### src/rtl/alu_arb_defs_pkg.sv
// Shared definitions for the ALU arbiter: FSM state encodings and the default
// ALU widths that the ALU instance also uses.
package alu_arb_defs;

    localparam int ALU_WORD_SIZE = 32;
    localparam int ALU_OP_SIZE   = 4;

    typedef enum logic [1:0] {
        ST_IDLE = 2'd0,
        ST_EXEC = 2'd1,
        ST_RESP = 2'd2
    } arb_state_t;

endpackage

### src/rtl/alu_arbiter_rr_arb2.sv
// Two-way round-robin picker. This logic is purely combinational.
// When both requesters are valid, ptr selects the favoured one (0 means requester 0).
module rr_arb2 (
    input  logic [1:0] valid,
    input  logic       ptr,
    output logic [1:0] grant
);

    always_comb begin
        grant = valid;
        if (&valid) begin
            grant = ptr ? 2'b10 : 2'b01;
        end
    end

endmodule

### src/rtl/alu_arbiter.sv
// Round-robin sharing of one combinational ALU between two requesters.
// Optional grant counters are enabled by defining ALU_ARBITER_STATS_EN.
module alu_arbiter
    import alu_arb_defs::*;
#(
    parameter int WORD_SIZE = ALU_WORD_SIZE,
    parameter int OP_SIZE   = ALU_OP_SIZE
) (
    input  logic                 clk,
    input  logic                 rst,

    input  logic                 req0_valid,
    output logic                 req0_ready,
    input  logic [WORD_SIZE-1:0] req0_data_1,
    input  logic [WORD_SIZE-1:0] req0_data_2,
    input  logic [OP_SIZE-1:0]   req0_sel,
    output logic                 rsp0_valid,
    input  logic                 rsp0_ready,
    output logic [WORD_SIZE-1:0] rsp0_result,
    output logic                 rsp0_zero,

    input  logic                 req1_valid,
    output logic                 req1_ready,
    input  logic [WORD_SIZE-1:0] req1_data_1,
    input  logic [WORD_SIZE-1:0] req1_data_2,
    input  logic [OP_SIZE-1:0]   req1_sel,
    output logic                 rsp1_valid,
    input  logic                 rsp1_ready,
    output logic [WORD_SIZE-1:0] rsp1_result,
    output logic                 rsp1_zero,

    output logic [WORD_SIZE-1:0] alu_data_1,
    output logic [WORD_SIZE-1:0] alu_data_2,
    output logic [OP_SIZE-1:0]   alu_sel,
    input  logic [WORD_SIZE-1:0] alu_out,
    input  logic                 alu_zero_flag
`ifdef ALU_ARBITER_STATS_EN
    ,
    output logic [15:0]          grant_cnt0,
    output logic [15:0]          grant_cnt1
`endif
);

    arb_state_t                      r_state;
    logic                            r_ptr;
    logic                            r_win;
    logic [WORD_SIZE-1:0]            r_alu_data_1;
    logic [WORD_SIZE-1:0]            r_alu_data_2;
    logic [OP_SIZE-1:0]              r_alu_sel;
    logic [1:0]                      r_rsp_valid;
    logic [1:0][WORD_SIZE-1:0]       r_rsp_result;
    logic [1:0]                      r_rsp_zero;

    logic [1:0] w_valid;
    logic [1:0] w_grant;
    logic [1:0] w_ready;
    logic [1:0] w_rsp_ready;
    logic       w_accept;

    assign w_valid     = {req1_valid, req0_valid};
    assign w_rsp_ready = {rsp1_ready, rsp0_ready};

    rr_arb2 u_rr_arb2 (
        .valid (w_valid),
        .ptr   (r_ptr),
        .grant (w_grant)
    );

    // Ready is only offered from IDLE, and is held low while reset is asserted.
    assign w_ready  = (r_state == ST_IDLE && !rst) ? w_grant : 2'b00;
    assign w_accept = |w_ready;

    assign req0_ready  = w_ready[0];
    assign req1_ready  = w_ready[1];
    assign rsp0_valid  = r_rsp_valid[0];
    assign rsp1_valid  = r_rsp_valid[1];
    assign rsp0_result = r_rsp_result[0];
    assign rsp1_result = r_rsp_result[1];
    assign rsp0_zero   = r_rsp_zero[0];
    assign rsp1_zero   = r_rsp_zero[1];
    assign alu_data_1  = r_alu_data_1;
    assign alu_data_2  = r_alu_data_2;
    assign alu_sel     = r_alu_sel;

    always_ff @(posedge clk or posedge rst) begin
        if (rst) begin
            r_state      <= ST_IDLE;
            r_ptr        <= 1'b0;
            r_win        <= 1'b0;
            r_alu_data_1 <= '0;
            r_alu_data_2 <= '0;
            r_alu_sel    <= '0;
            r_rsp_valid  <= 2'b00;
            r_rsp_result <= '0;
            r_rsp_zero   <= 2'b00;
        end else begin
            case (r_state)
                ST_IDLE: begin
                    if (w_accept) begin
                        r_win        <= w_grant[1];
                        r_alu_data_1 <= w_grant[1] ? req1_data_1 : req0_data_1;
                        r_alu_data_2 <= w_grant[1] ? req1_data_2 : req0_data_2;
                        r_alu_sel    <= w_grant[1] ? req1_sel    : req0_sel;
                        r_state      <= ST_EXEC;
                    end
                end
                ST_EXEC: begin
                    // The ALU has had a full cycle on the registered operands.
                    r_rsp_result[r_win] <= alu_out;
                    r_rsp_zero[r_win]   <= alu_zero_flag;
                    r_rsp_valid[r_win]  <= 1'b1;
                    r_state             <= ST_RESP;
                end
                ST_RESP: begin
                    if (w_rsp_ready[r_win]) begin
                        r_rsp_valid <= 2'b00;
                        r_ptr       <= ~r_win;
                        r_state     <= ST_IDLE;
                    end
                end
                default: r_state <= ST_IDLE;
            endcase
        end
    end

`ifdef ALU_ARBITER_STATS_EN
    logic [15:0] r_grant_cnt0;
    logic [15:0] r_grant_cnt1;

    always_ff @(posedge clk or posedge rst) begin
        if (rst) begin
            r_grant_cnt0 <= 16'd0;
            r_grant_cnt1 <= 16'd0;
        end else begin
            if (w_ready[0] && r_grant_cnt0 != 16'hFFFF) r_grant_cnt0 <= r_grant_cnt0 + 16'd1;
            if (w_ready[1] && r_grant_cnt1 != 16'hFFFF) r_grant_cnt1 <= r_grant_cnt1 + 16'd1;
        end
    end

    assign grant_cnt0 = r_grant_cnt0;
    assign grant_cnt1 = r_grant_cnt1;
`endif

endmodule

### config.mk
export PLATFORM = sky130hd
export DESIGN_NAME = alu_arbiter
export DESIGN_NICKNAME = d
export VERILOG_FILES = /design/src/rtl/alu_arb_defs_pkg.sv /design/src/rtl/alu_arbiter_rr_arb2.sv /design/src/rtl/alu_arbiter.sv
export SDC_FILE = /design/constraint.sdc
export NUM_CORES = 1
export LEC_CHECK = 0
export ABC_AREA = 1
export BUFFER_PORTS_ARGS = -buffer_cell sky130_fd_sc_hd__buf_2
export CAP_MARGIN = 20
export CORE_AREA = 2 2 123 125
export DETAILED_ROUTE_END_ITERATION = 10
export DIE_AREA = 0 0 125 127
export PLACE_DENSITY_LB_ADDON = 0.3
export SYNTH_ARGS = -nofsm -noshare
export SYNTH_HDL_FRONTEND = slang
export SYNTH_SLANG_ARGS = --single-unit
### constraint.sdc
create_clock -name clk -period 9.9 [get_ports clk]
set_input_delay 0.495 -clock clk [delete_from_list [all_inputs] [get_ports clk]]
set_output_delay 0.495 -clock clk [all_outputs]
set_load 0.03 [all_outputs]
==> results by stage <==
Outcome:
- The flow ran to the end, and the final reports show no timing, DRC or antenna violations.

Timing:
- The tightest hold path in the finished design has a slack of 251.4 ps.
- The max-slew violation count was 0.
- The smallest setup slack after layout is 6664 ps.
- The clock arrives with 7.023 ps of skew.
- In the final timing run, aggregate negative setup slack is 0 ps.
- Setup repair after global routing left no endpoint under its margin.
- Subtracting the final worst setup slack from the clock period gives 3236 ps.
- Timing would allow up to 309.1 MHz.
- The worst relative slew slack is 0.4896.
- The number of setup violations in the final report is 0.
- Of the available clock period, the critical path in the final layout requires 0.3268.
- The slew of the pin with the lowest slew margin is 765.6 ps.
- The number of hold-slack violations in the final timing report is 0.

Global route:
- The final global-route overflow total is 0.
- Entering global routing, the biggest net connects 87 pins.
- The total global routing track utilization is 0.2372.
- The number of global-route vias before repair is 6008.
- The number of antenna violations at the first check in global routing is 0.
- The wire length of the first global-routing pass is 30190 µm.

Clocking:
- The total clock sinks is 140.
- The tree is rooted in a sky130_fd_sc_hd__clkbuf_16.
- The total of hold buffers inserted after clock tree synthesis is 0.
- TritonCTS built the clock tree.
- The number of setup buffers added after CTS is 0.
- The buffer levels on the longest clock path is 2.
- TritonCTS created 17 clock buffers.
- Clock latency on the worst-skew pair, taken at its later pin, is 410 ps.
- The clock slew seen by the registers of the worst setup and hold paths is 60 ps.
- The clock tree synthesis step divided the H-tree into 4 levels.
- Once the clock tree was built, the resizer swapped 0 gates to a different size.

Critical path:
- STA puts the critical path data required time at 9410 ps.
- Of all nets on the critical path, the largest fanout is 69.
- The worst setup path is of the flop to output pin kind.
- The worst path arrival time is 2740 ps.
- STA classifies the critical path startpoint as a flop.
- The worst setup path is captured at an output pin.

Place:
- The placer congestion estimate is 0.7661.
- The placed cell area is 7944 µm².
- The count of buffers added on input and output ports is 312.
- Detailed placement ended at an HPWL of 12870 µm.
- The setup slack at placement is 6723 ps.
- In this run, placement finished with an instance count of 1255.

Cells and area:
- Leaving out fill and tap cells, the most frequent cells in the layout are sky130_fd_sc_hd__nand2_1, sky130_fd_sc_hd__buf_2, sky130_fd_sc_hd__dfrtp_1.
- For this run, the post-layout net count is 1265.
- At the end of the flow the core is filled with cells to 0.5909.
- The area growth from synthesis to layout is 33.96%.
- In the final layout, the share of cells above drive strength 1 is 0.3246.
- The most common cell after layout, fill and taps aside is sky130_fd_sc_hd__nand2_1.
- The finished cells cover 8523 µm².
- The number of diodes is 0.
- The finished layout holds 1287 standard cells, fillers aside.

Routing:
- The initial detailed-routing violation count is 393.
- The post-detailed-route via-to-cell ratio is 4.876.
- The antenna violation net count after detailed routing is 0.
- In the final routed layout, each cell accounts on average for 14.28 µm.
- For this block, the routed nets add up to 18380 µm of wire.
- The first-pass iteration count of the detailed router is 5.
- The DRC violation count after routing is 0.
- The total via count in the routed design is 6275.

Floorplan:
- The horizontal die dimension is 125 µm.
- The floorplan has 44 rows.
- The floorplan step set the die height to 127 µm.
- The initial utilization of the core area, before any placement, comes to 0.4411.
- The total die area is 15880 µm².
- The floorplan step defined a core boundary enclosing 14420 µm².
- Pin placement for this block handled 313 I/O pins.

Yosys:
- The number of distinct library cells after synthesis is 14.
- The post-synthesis cell type with the largest combined area is sky130_fd_sc_hd__dfrtp_1.
- Yosys printed 0 warnings.
- The top-area cell type share of the netlist area is 0.5506.
- For this run, the register share of the synthesized area comes to 0.5506.
- The average footprint of a synthesized cell is 7.884 µm².
- The number of cells produced by synthesis is 807.
- The register bit total from synthesis is 140.
- After synthesis, the cell types taking the most area are sky130_fd_sc_hd__dfrtp_1, sky130_fd_sc_hd__nand2_1, sky130_fd_sc_hd__nand3_1, sky130_fd_sc_hd__o21ai_0, sky130_fd_sc_hd__inv_1.
- The number of nets handed over by synthesis was 982.
- The post-synthesis instance area is 6362 µm².

Flow run:
- The max capacitance violation total is 0.

Worst hold path:
- In this run the worst hold path is classified as input pin to async pin.

Pwr:
- The worst-case IR drop observed on VDD is 0.1326 mV.
- Power spread over the standard cell area amounts to 346.9 nW/µm².
- The design draws 2.956 mW.
- The leakage power is 5.094 nW.
layout make-up:
type | instances | area [µm²]
Clock inverter | 11 | 118.9
Inverter | 46 | 177.7
Tap cell | 184 | 230.2
Timing Repair Buffer | 321 | 1629
Multi-Input combinational cell | 564 | 2404
Fill cell | 1378 | 5901
Clock buffer | 21 | 460.4
Sequential cell | 140 | 3503
path summary, 6_finish.rpt:
| check | startpoint | to | slack (ps) | depth (start not counted) |
|---|---|---|---|---|
| max | r_ptr | req1_ready | 6660 | 9 |
| min | rst | alu_data_1[14] | 250 | 2 |
| max reg2reg | r_ptr | alu_data_1[27] | 6920 | 9 |
| min reg2reg | rsp0_result[3] | rsp0_result[3] | 480 | 2 |
| max in group asynchronous | rst | rsp1_result[0] | 8470 | 3 |
| min in group clk | alu_out[22] | rsp1_result[22] | 350 | 3 |
kinds of logic (layout without fill, tap and decap cells):
family	Yosys count	in the layout	synth area share
AO/OA/AOI/OAI	72	72	0.05841
flip-flops	140	140	0.5506
buffers and inverters	103	399	0.07198
AND/OR/NAND/NOR	492	492	0.3190
critical path: stages (launching register included):
cell and delay, ps:
sky130_fd_sc_hd__dfrtp_1 340, sky130_fd_sc_hd__inv_1 80, sky130_fd_sc_hd__nand2_2 50, sky130_fd_sc_hd__buf_4 520
sky130_fd_sc_hd__nand2_2 430, sky130_fd_sc_hd__buf_4 410, sky130_fd_sc_hd__inv_1 120, sky130_fd_sc_hd__nand2_2 60
sky130_fd_sc_hd__inv_1 50, sky130_fd_sc_hd__buf_2 200
routing by layer:
layer	global-route usage	part of all wire	vias to the layer above
met5	0	0	-
met4	0.07908	0.020	0
met3	0.05570	0.074	26
met2	0.3891	0.47	278
met1	0.3134	0.43	2845
li1	-	-	3126
sequential cells by signal (all words and copies together) (netlist names):
register,flops
r_rsp_valid,2
alu_data_2,32
rsp0_result,32
r_win,1
alu_data_1,32
r_state,2
r_rsp_zero,2
r_ptr,1
rsp1_result,32
alu_sel,4
power by group:
group	leakage (nW)	internal (mW)	total [mW]	switching, mW
clock	0.275	0.382	0.619	0.237
sequential	1.74	0.840	0.979	0.140
combinational	3.08	0.376	1.36	0.981
cell usage after synthesis:
master	count
sky130_fd_sc_hd__buf_4	7
sky130_fd_sc_hd__a21oi_4	1
sky130_fd_sc_hd__nand2_2	4
sky130_fd_sc_hd__nand3_1	138
sky130_fd_sc_hd__buf_2	30
sky130_fd_sc_hd__buf_1	3
sky130_fd_sc_hd__dfrtp_1	140
sky130_fd_sc_hd__nor2_1	4
sky130_fd_sc_hd__inv_1	46
sky130_fd_sc_hd__a21oi_1	2
sky130_fd_sc_hd__nand2_1	346
sky130_fd_sc_hd__o21ai_0	69
sky130_fd_sc_hd__clkbuf_1	16
sky130_fd_sc_hd__buf_6	1
Note: power is estimated with default switching activity, not from simulation.
